File: src/rtl/alu_pkg.sv
// Shared definitions for the two-requester ALU arbiter: op codes and FSM states.
package alu_pkg;

    localparam logic [3:0] ALU_AND = 4'b0000;
    localparam logic [3:0] ALU_OR  = 4'b0001;
    localparam logic [3:0] ALU_ADD = 4'b0010;
    localparam logic [3:0] ALU_SUB = 4'b0110;

    typedef enum logic [1:0] {
        IDLE = 2'd0,
        EXEC = 2'd1,
        RESP = 2'd2
    } state_t;

endpackage

File: src/rtl/alu_core.sv
// Combinational N-bit ALU; unknown op codes return zero data and flag an error.
module alu_core
    import alu_pkg::*;
#(
    parameter int N = 32
) (
    input  logic [3:0]   op,
    input  logic [N-1:0] a,
    input  logic [N-1:0] b,
    output logic [N-1:0] data,
    output logic         err
);

    logic signed [N-1:0] a_s;
    logic signed [N-1:0] b_s;

    assign a_s = signed'(a);
    assign b_s = signed'(b);

    // ADD/SUB wrap modulo 2^N; no carry or overflow is reported.
    always_comb begin
        data = '0;
        err  = 1'b0;
        case (op)
            ALU_AND: data = a & b;
            ALU_OR:  data = a | b;
            ALU_ADD: data = unsigned'(a_s + b_s);
            ALU_SUB: data = unsigned'(a_s - b_s);
            default: err  = 1'b1;
        endcase
    end

endmodule

File: src/rtl/alu_share_arbiter.sv
// Round-robin sharing of one ALU between two valid/ready requesters,
// one operation in flight, result returned with the issuing requester's id.
module alu_share_arbiter
    import alu_pkg::*;
#(
    parameter int N = 32
) (
    input  logic           clk,
    input  logic           rst_n,
    input  logic [1:0]     req_valid,
    output logic [1:0]     req_ready,
    input  logic [7:0]     req_op,
    input  logic [2*N-1:0] req_a,
    input  logic [2*N-1:0] req_b,
    output logic           rsp_valid,
    input  logic           rsp_ready,
    output logic [N-1:0]   rsp_data,
    output logic           rsp_id,
    output logic           rsp_zero,
    output logic           rsp_err
);

    state_t       state;
    state_t       state_next;
    logic         prio;
    logic         grant_id;
    logic         grant;
    logic [3:0]   op_p0;
    logic [N-1:0] a_p0;
    logic [N-1:0] b_p0;
    logic         id_p0;
    logic [N-1:0] alu_data;
    logic         alu_err;

    // Contention goes to prio; a lone requester wins regardless of prio.
    assign grant_id = (&req_valid) ? prio : req_valid[1];

    always_comb begin
        state_next = state;
        req_ready  = 2'b00;
        grant      = 1'b0;
        case (state)
            IDLE: begin
                if (|req_valid) begin
                    grant               = 1'b1;
                    req_ready[grant_id] = 1'b1;
                    state_next          = EXEC;
                end
            end
            EXEC: state_next = RESP;
            RESP: begin
                if (rsp_ready) begin
                    state_next = IDLE;
                end
            end
            default: state_next = IDLE;
        endcase
    end

    always_ff @(posedge clk or negedge rst_n) begin
        if (!rst_n) begin
            state <= IDLE;
            prio  <= 1'b0;
        end else begin
            state <= state_next;
            if (grant) begin
                prio <= ~grant_id;
            end
        end
    end

    // Stage p0: operands of the granted requester, held for the EXEC cycle.
    always_ff @(posedge clk) begin
        if (grant) begin
            op_p0 <= grant_id ? req_op[7:4]     : req_op[3:0];
            a_p0  <= grant_id ? req_a[2*N-1:N]  : req_a[N-1:0];
            b_p0  <= grant_id ? req_b[2*N-1:N]  : req_b[N-1:0];
            id_p0 <= grant_id;
        end
    end

    alu_core #(
        .N (N)
    ) u_alu_core (
        .op   (op_p0),
        .a    (a_p0),
        .b    (b_p0),
        .data (alu_data),
        .err  (alu_err)
    );

    // Response registers load only in EXEC, so they hold through RESP and after.
    always_ff @(posedge clk or negedge rst_n) begin
        if (!rst_n) begin
            rsp_data <= '0;
            rsp_id   <= 1'b0;
            rsp_zero <= 1'b0;
            rsp_err  <= 1'b0;
        end else if (state == EXEC) begin
            rsp_data <= alu_data;
            rsp_id   <= id_p0;
            rsp_zero <= (alu_data == '0);
            rsp_err  <= alu_err;
        end
    end

    assign rsp_valid = (state == RESP);

endmodule

File: config.mk
export PLATFORM = sky130hd
export DESIGN_NAME = alu_share_arbiter
export DESIGN_NICKNAME = d
export VERILOG_FILES = /design/src/rtl/alu_pkg.sv /design/src/rtl/alu_core.sv /design/src/rtl/alu_share_arbiter.sv
export SDC_FILE = /design/constraint.sdc
export NUM_CORES = 1
export LEC_CHECK = 0
export CAP_MARGIN = 20
export CORE_ASPECT_RATIO = 1.5
export CORE_MARGIN = 1
export CORE_UTILIZATION = 30
export DETAILED_ROUTE_END_ITERATION = 16
export SLEW_MARGIN = 20
export SYNTH_ARGS = -nofsm -noshare
export SYNTH_HDL_FRONTEND = slang
export SYNTH_HIERARCHICAL = 1
export SYNTH_SLANG_ARGS = --single-unit
export TNS_END_PERCENT = 20
File: constraint.sdc
create_clock -name clk -period 13.1 [get_ports clk]
set_clock_uncertainty 0.1 [all_clocks]
set_input_delay 2.62 -clock clk [delete_from_list [all_inputs] [get_ports clk]]
set_output_delay 2.62 -clock clk [all_outputs]
set_load 0.02 [all_outputs]
Word level (Yosys, flattened, before mapping). Cells that the tools add are included.

Word-level logic and storage cells: 47. Output and inout port bits: 38. Register bits after elaboration: 107. Input port bits: 141.

Bitwise logic cells: 3. $add $sub $neg: 2. Equality and inequality tests: 7. Mux-type cells: 15. Order comparisons: 2. Reduce and logical (&&, ||, !) cells: 8.

Operator list (number): $pmux 32 s4 (1); $mux 32 (2); $add 32x32->32 (1); $and 32x32->32 (1); $logic_not 32->1 (1); $or 32x32->32 (1); $sub 32x32->32 (1); $mux 2 (4); $pmux 2 s3 (1); $mux 1 (5); $eq 4x1->1 const B (1); $eq 4x2->1 const B (1); $eq 4x3->1 const B (1); $logic_not 4->1 (1); $mux 4 (1); $reduce_and 2->1 (2); $reduce_or 4->1 (1); $eq 2x1->1 const B (1); $eq 2x2->1 const B (1); $logic_not 2->1 (1); $lt 1x2->1 const B (1); $ne 2x1->1 const B (1); $ne 2x2->1 const B (1); $reduce_or 2->1 (1); other kinds (4) (4).

Depth between registers and ports, before layout. Gate-level depths: netlist of run 1.

Word-level depth: 8. Depth in mapped cells: 22. Mapped depth without buffers: 21.

By module. Netlist of run 1, hierarchy kept.

By module, submodules not included: alu_share_arbiter (cells each 245, instances 1, sequential area each 3022.9 sq um, area an instance 4439.3 sq um); alu_core (cells each 450, instances 1, sequential area each 0.0 sq um, area an instance 3050.4 sq um).

Worst setup path after synthesis of run 1. No wires, ideal clock.

Kind: input-to-output. Start: input port req_valid[1]. End: output port req_ready[0]. Stages: 3. Path slack: 2316 ps. Buffers on the path: 0. Data required time: 10380 ps. Data arrival time: 8064 ps. Path through: nor2_1 -> nor3_1 -> and2_1.

Longest elaborated chain between the ends: 8. Elaborated cells between the ends (all ways): 10. Classes of those cells: 2 x order compare; 5 x mux; 3 x reduce/logical.

Ends and longest elaborated chain: from (decl) (line alu_share_arbiter.sv:10) `input logic [1:0] req_valid,`; $reduce_and 2->1 (line alu_share_arbiter.sv:36) `assign grant_id = (&req_valid) ? prio : req_valid[1];`; $mux 1 (line alu_share_arbiter.sv:36); $lt 1x2->1 (not written as such) or $ge 1x1->1 (tied branches) (line alu_share_arbiter.sv:46) `req_ready[grant_id] = 1'b1;`; $logic_and 1x1->1 (not written as such) (line alu_share_arbiter.sv:46); $mux 1 (not written as such) (line alu_share_arbiter.sv:46); $demux 1 s1 (line alu_share_arbiter.sv:46); $mux 2 (*) (line alu_share_arbiter.sv:44) `if (|req_valid) begin`; $mux 2 (*) (line alu_share_arbiter.sv:42) `case (state)`; to (decl) (line alu_share_arbiter.sv:11) `output logic [1:0] req_ready,`.

Mark *: on every way between the ends. The rest lies on a longest branch, timed or not.

Final worst setup path of run 1. Ends and elaborated chain as after synthesis.

==> results.txt, run 1 <==
Among cell families on the critical path, the largest total delay comes from buffers and inverters. The library cell used as clock root buffer is clkbuf_16. For this design, the CTS-stage hold fixing added 0 buffers. Once placement finished, the instance area stood at approximately 0.0095 mm².

Dividing the detail-routed wire length by the instance count gives around 16 µm. The final layout contains a little over 1000 nets. The finished cells cover between 0.009 and 0.01 mm². The start point of the worst hold path is id_p0$_DFFE_PP_. For this run, the slowest stage of the critical path takes 0.66 ns. The number of global-route vias before repair is between 6000 and 7000. The post-cts sizing count is 0. The synthesized net count is 871. The min-delay analysis places its worst path in the category register to register. The worst hold endpoint is rsp_id$_DFFE_PN0N_. The number of clock buffers added by TritonCTS is 9. STA classifies the critical path endpoint as an output port. The placer congestion estimate came out at approximately 0.9. The part of the Yosys area used for sequential elements came out at 0.404. Dividing the final minimum period by the clock period gives 0.577. The largest fanout on the critical path came out at 71.

The worst register-to-register path has a depth of 18. The yosys synthesis warning count came out at 6. The post-detailed-route via-to-cell ratio is slightly below 5.

For this block, the initial DRC count from the detailed router was 276. approximately 180 I/O pins were placed. The routed design could run at a clock period as short as around 7.6 ns. The layout cell share with drive strength beyond 1 is 0.158. The overall fraction of global-route tracks in use is 0.155.

The clock passes through at most 2 buffers. The critical path is of the input pin to output port type. For this run the aggregate overflow at the end of global routing stands at 0. The final routed DRC violation total is 0.

The sum of negative setup slack came out at 0 ns. The power per unit of standard cell area is slightly above 200 mW/mm². The endpoint of the worst register-to-register path is rsp_zero$_DFFE_PN0N_. The number of max-capacitance violations reported is 0. The core footprint came out at approximately 0.024 mm². STA classifies the critical path startpoint as an input pin. The post-placement cell count came out at around 1200.

The number of antenna cells inserted is 0. The synthesis-stage register bit count came out at roughly 110. The post-synthesis cell count came out at 695. The most prevalent standard cell on the critical path is clkdlybuf4s50_1. The detailed-route via count came out at about 5800. The count of endpoints failing setup in the final report came out at 0.

After clock tree synthesis, the clock-pin slew on the worst setup and hold paths is 0.06 ns. The prevailing post-synth register cell is edfxtp_1. Setup repair after global routing left no endpoint under its margin. The worst reg2reg path startpoint is op_p0[0]$_DFFE_PP_.

The count of pins over their slew limit is 0. The total clock sinks is between 100 and 150. The number of non-filler instances in the completed layout came out at around 1200. In the layout the commonest cells are clkdlybuf4s50_1 (177), mux2_2 (99), edfxtp_1 (69), nand2_1 (58), o21ai_0 (54). The leakage power is between 3 and 4 nW. The peak clock frequency supported by timing came out at 0.132 GHz.

On the critical path, the stage with the largest delay is an instance of buf_4. The total power after layout came out at around 2.0 mW. The mean post-synth cell area came out at approximately 11 µm². The data arrival time of the worst path is ~4.8 ns.

The area overhead of the layout relative to synthesis is 31.0%. The transition at the pin with the smallest max-transition slack came out at approximately 1.1 ns. The number of detailed-routing iterations run before antenna repair came out at 5. Counting instances, the worst hold path has a depth of 1. The critical path runs through a total of 6 cells. From left edge to right edge, the die measures between 100 and 150 µm.

The H-tree was split into 3 levels. Clock latency on the worst-skew pair, taken at its later pin, is around 0.36 ns. The number of hold-slack violations in the final timing report is 0. The flow ran to the end, and the final reports show no timing, DRC or antenna violations. The buffering stage count on the worst path with inverters included is 3. Leaving out fill and tap cells, the most frequent cell in the layout is clkdlybuf4s50_1. The post-detailed-route count of antenna-violating nets is 0. The synthesized netlist contains about 60 unique library cells.

Across the VDD grid, the largest voltage drop is slightly above 0.00009 V. In this run the vertical extent of the chip is a little under 200 µm. TritonCTS built the clock tree. The floorplan die area is between 0.02 and 0.03 mm². The detailed-route wire length is roughly 19000 µm.

The slack of the worst reg-to-reg path came out at ~7.6 ns. Yosys mapped a number of flops with a built-in enable equal to 69. Traced cell by cell, the critical path runs through clkdlybuf4s50_1, nor2_1, nor3_2, buf_4, and2_1, clkdlybuf4s50_1. For this run, asynchronously set or reset flops after synthesis account for 0.355. The first global-routing pass estimated between 30000 and 40000 µm of wire. The largest net degree at the start of global routing is 73. The count of buffers added by post-CTS timing repair for setup came out at 0. The total of buffers placed on input and output ports is 178. The floorplan row count came out at 70.

The starting utilization of the core area is 0.307. The data required time at the worst endpoint came out at 10.38 ns. The post-synthesis instance area is approximately 0.0075 mm². The number of antenna violations at the first check in global routing came out at 0.

Once detailed placement completed, the half-perimeter wirelength came to 15100 µm. The tightest slew margin relative to the limit is 0.261.
==> metrics by stage <==
stage	utilization	setup WS [ns]	hold WS [ns]
final	0.402	5.54	0.381
after global routing	0.402	5.36	0.393
after CTS	0.402	5.48	0.382
after detailed placement	0.390	5.48	0.367
after global placement	0.390	5.54	0.368
after floorplan	-	2.32	0.355
==> cell type report <==
class | count | area (µm²)
Tap cell | 324 | 405
Sequential cell | 107 | 3020
Timing Repair Buffer | 184 | 1820
Clock buffer | 11 | 243
Inverter | 14 | 52.6
Clock inverter | 5 | 40.0
Fill cell | 2372 | 14600
Multi-Input combinational cell | 541 | 4230
==> synthesized netlist by cell type (all sizes together) (4+ instances only) <==
| library cell | n | area, µm² |
|---|---|---|
| ha | 34 | 425 |
| nand4 | 8 | 50.1 |
| dfrtp | 38 | 951 |
| a211oi | 4 | 30.0 |
| nor2b | 8 | 50.1 |
| o2111ai | 4 | 35.0 |
| nor2 | 25 | 93.8 |
| xnor2 | 24 | 210 |
| o41ai | 4 | 42.6 |
| a31oi | 5 | 31.3 |
| o21ai | 55 | 287 |
| mux2 | 104 | 1170 |
| clkbuf | 19 | 71.3 |
| nand2b | 5 | 31.3 |
| nor4 | 13 | 118 |
| and3 | 5 | 31.3 |
| maj3 | 31 | 310 |
| or4 | 5 | 37.5 |
| xor2 | 32 | 280 |
| a21oi | 37 | 185 |
| edfxtp | 69 | 2070 |
| buf | 14 | 124 |
| a21o | 16 | 120 |
| nand2 | 59 | 224 |
| nor3 | 10 | 50.1 |
| nand3 | 11 | 55.1 |
| o31ai | 8 | 65.1 |
| inv | 14 | 52.6 |
==> power breakdown <==
| group | internal, mW | switching (mW) | total [mW] |
|---|---|---|---|
| clock | 0.135 | 0.121 | 0.255 |
| combinational | 0.521 | 0.645 | 1.17 |
| sequential | 0.498 | 0.0909 | 0.589 |
| total | 1.15 | 0.857 | 2.01 |
==> state kept, by name, indices dropped and copies added (netlist names) <==
name	count
op_p0	4
rsp_err	1
id_p0	1
state	2
rsp_data	32
rsp_zero	1
b_p0	32
prio	1
rsp_id	1
a_p0	32
==> worst max path at each step <==
stage	slack (ns)	start	to
2_1_floorplan	2.32	req_valid[1]	req_ready[0]
3_3_place_gp	5.54	req_valid[1]	req_ready[0]
3_5_place_dp	5.48	req_valid[1]	req_ready[0]
4_1_cts	5.48	req_valid[1]	req_ready[0]
5_1_grt	5.36	req_valid[1]	req_ready[0]
6_report	5.54	req_valid[1]	req_ready[0]
==> cells by family (layout without fill, tap and decap cells) <==
kind of cell	Yosys count	count (layout)	share of synthesized area
AND/OR/NAND/NOR	160	160	0.109
flip-flops	107	107	0.404
AO/OA/AOI/OAI	153	153	0.128
multiplexers	106	106	0.159
buffers and inverters	47	214	0.0331
adder cells (fa/ha/maj)	66	66	0.101
XOR/XNOR	56	56	0.0655
==> metal layers <==
layer  GRT usage  wire length (µm)  vias to the layer above
met5           0                 0                        -
met4      0.0507               218                        0
met3      0.0184               637                       11
met2       0.267              9740                      123
met1       0.197              8490                     2793
li1            -                 -                     2918
Note: power is estimated with default switching activity, not from simulation.
==> run 2: changes to the inputs <==
Clock period 13.1 ns to 6.15 ns, I/O delays scaled along.
==> results.txt, run 2 (synthesis results as in run 1) <==
The run finished with clean final reports. The post-route minimum period is 5.21 ns. The buffering stage count on the worst path with inverters included came out at 0. The residual overflow from global routing came out at 0.

The power share of the clock group is 0.136. The tree built by TritonCTS fans out to between 100 and 150 sinks. The first detailed-routing pass took 5 iterations. The worst setup path is launched from a register.

The critical path is of the register to register type. Setup repair after global routing left no endpoint under its margin. The layout cell share with drive strength beyond 1 is 0.163. The final routed DRC violation total is 0. The clock passes through at most 2 buffers. In this run the standard cell core region covers roughly 0.024 mm². The final setup slack of the worst path is 0.942 ns. At the pin with the least slew margin, the transition time is ~0.9 ns. In this run the post-CTS setup repair buffer count came out at 0. In this run the vertical extent of the chip is approximately 200 µm.

Summed over all layers, the routed wires come to 19600 µm. The slowest cell on the critical path is edfxtp_1. From synthesis to final layout, the design area changed by 31.9%. The slack of the worst reg-to-reg path is roughly 0.94 ns. Of the available clock period, the critical path in the final layout requires 0.847. The largest registers in the layout are a_p0: 32 flops, b_p0: 32 flops, rsp_data: 32 flops. The post-DP HPWL is between 15000 and 20000 µm.

Based on the critical path, the design can be clocked at up to ~0.19 GHz. The number of hold-repair buffers added at the cts stage is 0. The number of antenna violations at the first check in global routing came out at 0. The sum of negative setup slack came out at 0 ns. For the worst-skew pair, the clock arrives at the later sink with an insertion delay of 0.36 ns. The cell family contributing the most delay on the critical path is simple AND/OR/NAND/NOR gates. The post-cts sizing count came out at 0. The detailed router placed about 5900 vias in this run.

The TritonCTS clock tree is done. Across the run, the number of max-cap violations was 0. STA puts the critical path data required time at ~6.3 ns. The tightest slew margin relative to the limit is 0.410.

The number of global-route vias before repair is approximately 6000. The internal power of the cells totals between 2 and 3 mW. Setup violations remaining at the end of the flow were counted as 0. The worst setup slack before clock tree synthesis came out at between 0.9 and 1 ns. The clock-pin slew of the registers on the worst-case setup and hold paths came out at around 0.070 ns.

In the routed layout, each cell is associated on average with a via count of between 4 and 5. The die width is 131 µm. STA classifies the critical path endpoint as a register. The average wire per standard cell came out at between 15 and 20 µm. Of the total power, registers draw 0.289. The floorplan row count came out at 70. The share of total power in combinational logic came out at 0.575. The highest ir drop seen on vdd came out at 0.000168 V. The starting utilization of the core area came out at 0.307. The floorplan die area came out at around 0.026 mm². The analysis attributes to cell leakage a power of around 3.8 nW. The starting DRC count in detailed routing came out at around 250.

The largest fanout on the critical path is 8. The largest net degree at the start of global routing came out at 71. The placer congestion estimate is about 0.90. The number of buffers added by the clock tree synthesis step came out at 9.

Of the total power, the share spent switching nets is 0.425. The delay contributed by the slowest stage of the critical path is 0.47 ns. The signal on the critical path passes through nor4_4, nand3b_1, or4_1, or2_4, nor4_4, nand2_2, o21ai_0, xor2_1, ha_1, a21o_1, a21oi_1, o21ai_0, a221oi_1, a21boi_0, xor2_1, o21ai_0, nor4_1, nand4_1, o31ai_1.

The data arrival time of the worst path is 5.38 ns. The post-detailed-route count of antenna-violating nets came out at 0. The count of pins over their slew limit was 0. For this design the total switching power over the nets is 1.85 mW. In this run the worst hold path is classified as register to register. The number of hold-slack violations in the final timing report is 0. The library cell used as clock root buffer is clkbuf_16. During placement, the flow inserted port buffers numbering between 150 and 200. The final net count came out at between 1000 and 1500.

The number of antenna cells inserted is 0. The power per unit of standard cell area came out at about 440 mW/mm². Leaving out fill and tap cells, the most frequent cell in the layout is clkdlybuf4s50_1.

The wire length of the first global-routing pass came out at 31100 µm. The library cells used most frequently in the layout, excluding fill and tap cells, are clkdlybuf4s50_1 (177), mux2_2 (99), edfxtp_1 (69), nand2_1 (58), o21ai_0 (54). The overall fraction of global-route tracks in use is 0.158. In this design, the critical path's most frequently occurring cell is o21ai_0.

In this run the number of H-tree levels came out at 3. The number of ports placed on the die boundary is ~180.
[run 2: area by class of cell]
type,count,area [µm²]
sequential,107,3020
tap,324,405
inverter,14,52.6
multi-input combinational,541,4240
fill,2368,14600
clock buffer,9,225
timing repair buffer,189,1860
clock inverter,7,77.6
[run 2: path summary, 6_finish.rpt]
kind / from / endpoint / cells after the start
max: b_p0[4]$_DFFE_PP_ / rsp_zero$_DFFE_PN0N_ / 19
max in group asynchronous: rst_n / rsp_data[9]$_DFFE_PN0N_ / 1
min in group asynchronous: rst_n / prio$_DFFE_PN0P_ / 1
max reg2reg: b_p0[4]$_DFFE_PP_ / rsp_zero$_DFFE_PN0N_ / 19
min: rsp_zero$_DFFE_PN0N_ / rsp_zero$_DFFE_PN0N_ / 2
min reg2reg: rsp_zero$_DFFE_PN0N_ / rsp_zero$_DFFE_PN0N_ / 2
[run 2: per-stage QoR]
step	total power, mW	hold WS, ns	instance area, µm²	util	cells
6_report	4.36	0.386	9880	0.404	1191
5_1_grt	4.69	0.421	9880	0.404	1191
4_1_cts	4.39	0.392	9880	0.404	1191
3_5_place_dp	3.78	0.376	9580	0.392	1175
3_3_place_gp	3.79	0.373	9580	0.392	1175
2_1_floorplan	3.06	0.355	7490	-	695
[run 2: power by group through the flow]
stage	clock (mW)	combinational (mW)	sequential, mW
2_1_floorplan	0	1.76	1.30
3_3_place_gp	0	2.51	1.28
3_5_place_dp	0	2.50	1.28
4_1_cts	0.609	2.51	1.27
5_1_grt	0.633	2.76	1.29
6_report	0.591	2.51	1.26
[run 2: worst reg2reg max path: stages (launching register included)]
cell	delay (ns)
edfxtp_1	0.47
nor4_4	0.36
nand3b_1	0.14
or4_1	0.44
or2_4	0.28
nor4_4	0.34
nand2_2	0.15
o21ai_0	0.22
xor2_1	0.17
ha_1	0.34
a21o_1	0.21
a21oi_1	0.17
o21ai_0	0.13
a221oi_1	0.35
a21boi_0	0.26
xor2_1	0.15
o21ai_0	0.11
nor4_1	0.36
nand4_1	0.13
o31ai_1	0.22
[run 2: metal layers]
| metal | GRT usage | routed length (µm) | up-vias |
|---|---|---|---|
| met1 | 0.197 | 8380 | 2766 |
| met5 | 0 | 0 | - |
| met4 | 0.0613 | 433 | 0 |
| met3 | 0.0205 | 835 | 23 |
| met2 | 0.272 | 9950 | 166 |
| li1 | - | - | 2936 |
==> run 3: changes to the inputs <==
Clock period 6.15 ns to 4.3 ns, I/O delays scaled along.
==> results.txt, run 3 (synthesis results as in run 1) <==
The run finished, with violations left. The checks that failed: setup timing. The tightest slew margin relative to the limit came out at 0.423. The H-tree depth is 3. The peak clock frequency supported by timing came out at 0.217 GHz. The floorplan die height came out at roughly 200 µm. The first global-routing pass estimated roughly 33000 µm of wire. The number of hold-slack violations in the final timing report came out at 0. Counting I/O delays and the setup requirement, the final critical path takes 4.60 ns.

The tree is rooted in a clkbuf_16. In this run the worst hold path is classified as register to register. The placed instance area came out at approximately 0.010 mm². The number of max-capacitance violations reported came out at 0. The number of antenna violations at the first check in global routing came to 0. The layout cell share with drive strength beyond 1 came out at 0.293. The floorplan step defined a core boundary enclosing 0.0244 mm².

The clock latency reported for the late side of the worst-skew pair came out at 0.36 ns. In the finished design, the share of the clock period the worst path needs comes to 1.07. Of the total power, the share spent switching nets is 0.410.

Leaving out fill and tap cells, the most frequent cell in the layout is clkdlybuf4s50_1. Of the total power, registers draw 0.248. The element type at the critical path end is a register. Setup repair after global routing could not meet its margin everywhere. In the final layout, the registers with the most flip-flops are a_p0: 32 flops, b_p0: 32 flops, rsp_data: 32 flops. After the flow finishes, the layout carries non-filler instances totaling between 1000 and 1500. The final routed DRC violation total came out at 0. The post-detailed-route via-to-cell ratio is approximately 4.8. The final setup slack of the worst path came out at -0.304 ns. The TritonCTS clock tree is done. For this design the static power due to leakage is between 4 and 5 nW.

The die width is roughly 130 µm. The detail route stage leaves a number of antenna-violating nets equal to 0. In this run the power spent charging and discharging nets is a little under 3 mW. The largest net degree at the start of global routing is 71. The sum of negative setup slack is -1.06 ns. The highest ir drop seen on vdd came out at ~0.00028 V. The internal power is between 4 and 5 mW. The transition at the pin with the smallest max-transition slack came out at approximately 0.86 ns. The residual overflow from global routing is 0. The share of total power in combinational logic came out at 0.644. The detailed-route via count is 6305.

The overall fraction of global-route tracks in use came out at 0.166. Relative to the synthesized area, the layout overhead comes to 45.8%. The starting utilization of the core area came out at 0.307. Data on the critical path is required at its endpoint by 4.46 ns.

The number of hold-repair buffers added at the cts stage is 0. In this run the power density over the cells is between 600 and 700 mW/mm². For this block, the routed nets add up to a little over 20000 µm of wire. Setup violations remaining at the end of the flow were counted as 8. The type of origin of the critical path is a register. The largest fanout on the critical path is 5. The floorplan die area came out at around 0.026 mm². The number of antenna cells inserted is 0.

The final net count came out at approximately 1200. Clock tree synthesis inserted a total of 9 buffers. The number of ports placed on the die boundary came out at ~180. Data on the critical path arrives at its endpoint at about 4.8 ns. The total clock sinks is roughly 110.

The placer congestion estimate came out at roughly 0.91. The count of pins over their slew limit came out at 0. The clock-pin slew of the registers on the worst-case setup and hold paths came out at about 0.070 ns. Row generation in the floorplan step produced 70 rows.

The worst setup path is of the register to register kind. Once layout is complete, the utilization of the core stands at 0.447. The final-layout fill cell count came out at 2343. The maximum number of buffers from clock root to sink came out at 2. The most critical setup path has its startpoint at b_p0[3]$_DFFE_PP_. The starting DRC count in detailed routing came out at between 200 and 300. In the final routed layout, each cell accounts on average for around 16 µm. In this run the most critical hold path is launched from rsp_zero$_DFFE_PN0N_. The number of detailed-routing iterations run before antenna repair came out at 4. Overall power consumption after layout is estimated at between 7 and 8 mW.

The total of buffers placed on input and output ports came out at between 150 and 200. The post-DP HPWL is 16400 µm. In this run the critical register-to-register path is launched from b_p0[3]$_DFFE_PP_. Of the total power, the clock network draws 0.108. The number of global-route vias before repair was 6753. The cell area after layout is between 0.01 and 0.015 mm².

The post-placement cell count came out at 1286. In the layout the commonest cells are clkdlybuf4s50_1 (177), buf_4 (128), mux2_2 (98), edfxtp_1 (69), nand2_1 (57).
[run 3: cell types whose count changed in the layout (fill, tap and decap cells not counted), moves of 5 or more]
cell / previous run / this run
buf_4: 11 / 128
a21oi_1: 37 / 30
o21ai_1: 0 / 10
o21ai_2: 0 / 5
o21ai_0: 54 / 39
a21oi_2: 0 / 7
[run 3: cell type report]
| class | instances | area [µm²] | share of cell area |
|---|---|---|---|
| clock buffers | 9 | 225 | 0.0206 |
| flip-flops and latches | 107 | 3020 | 0.277 |
| clock inverters | 7 | 53.8 | 0.00493 |
| well taps | 324 | 405 | 0.0371 |
| multi-input cells | 541 | 4400 | 0.403 |
| repair buffers | 308 | 2760 | 0.253 |
| inverters | 14 | 52.6 | 0.00481 |
[run 3: what timing repair did]
| item | CTS | global route |
|---|---|---|
| resized for setup | 33 | 20 |
| gates cloned | 0 | 0 |
| buffers inserted | 5 | 4 |
| setup endpoints to repair | 14 | 18 |
| pin swaps | 22 | 7 |
[run 3: through the flow]
stage / hold WS, ns / setup WS, ns
after floorplan: 0.355 / -0.374
after global placement: 0.358 / -0.537
after detailed placement: 0.377 / -0.638
after CTS: 0.393 / -0.327
after global routing: 0.406 / -0.605
final: 0.381 / -0.304
[run 3: per-layer routing]
layer  GRT usage  wire length (µm)  vias to the layer above
li1            -                 -                     3169
met1       0.195              8430                     2961
met2       0.300             10700                      150
met3      0.0211               794                       25
met4      0.0639               469                        0
met5           0                 0                        -
[run 3: path summary, 6_finish.rpt]
check                                          end  slack (ns)  depth (start not counted)
setup / recovery              rsp_zero$_DFFE_PN0N_       -0.30                         20
hold / removal                rsp_zero$_DFFE_PN0N_        0.38                          2
setup reg to reg              rsp_zero$_DFFE_PN0N_       -0.30                         20
hold reg to reg               rsp_zero$_DFFE_PN0N_        0.38                          2
max in group asynchronous  rsp_data[7]$_DFFE_PN0N_        3.08                          1
min in group asynchronous     state[1]$_DFFE_PN0P_        0.49                          1
[run 3: power by group through the flow]
| stage | clock, mW | sequential (mW) | combinational (mW) |
|---|---|---|---|
| 4_1_cts | 0.796 | 1.77 | 4.51 |
| 3_5_place_dp | 0 | 1.79 | 4.35 |
| 5_1_grt | 0.830 | 1.82 | 5.02 |
| 6_report | 0.769 | 1.77 | 4.58 |
| 3_3_place_gp | 0 | 1.78 | 4.32 |
| 2_1_floorplan | 0 | 1.85 | 2.52 |
[run 3: critical path, stage by stage, from the launching register on]
cell and delay [ns]:
edfxtp_1 0.43, nor4_4 0.30, nand3b_1 0.13, or4_4 0.44, or2_4 0.30, o41ai_2 0.21
buf_4 0.16, xor2_1 0.15, ha_2 0.33, nand2_2 0.09, o21ai_0 0.08, buf_4 0.16
a211o_1 0.29, nand4_1 0.13, nand3_1 0.10, a21oi_2 0.16, xor2_1 0.23, o21ai_2 0.10
nor4_1 0.29, nand4_1 0.14, o31ai_1 0.20
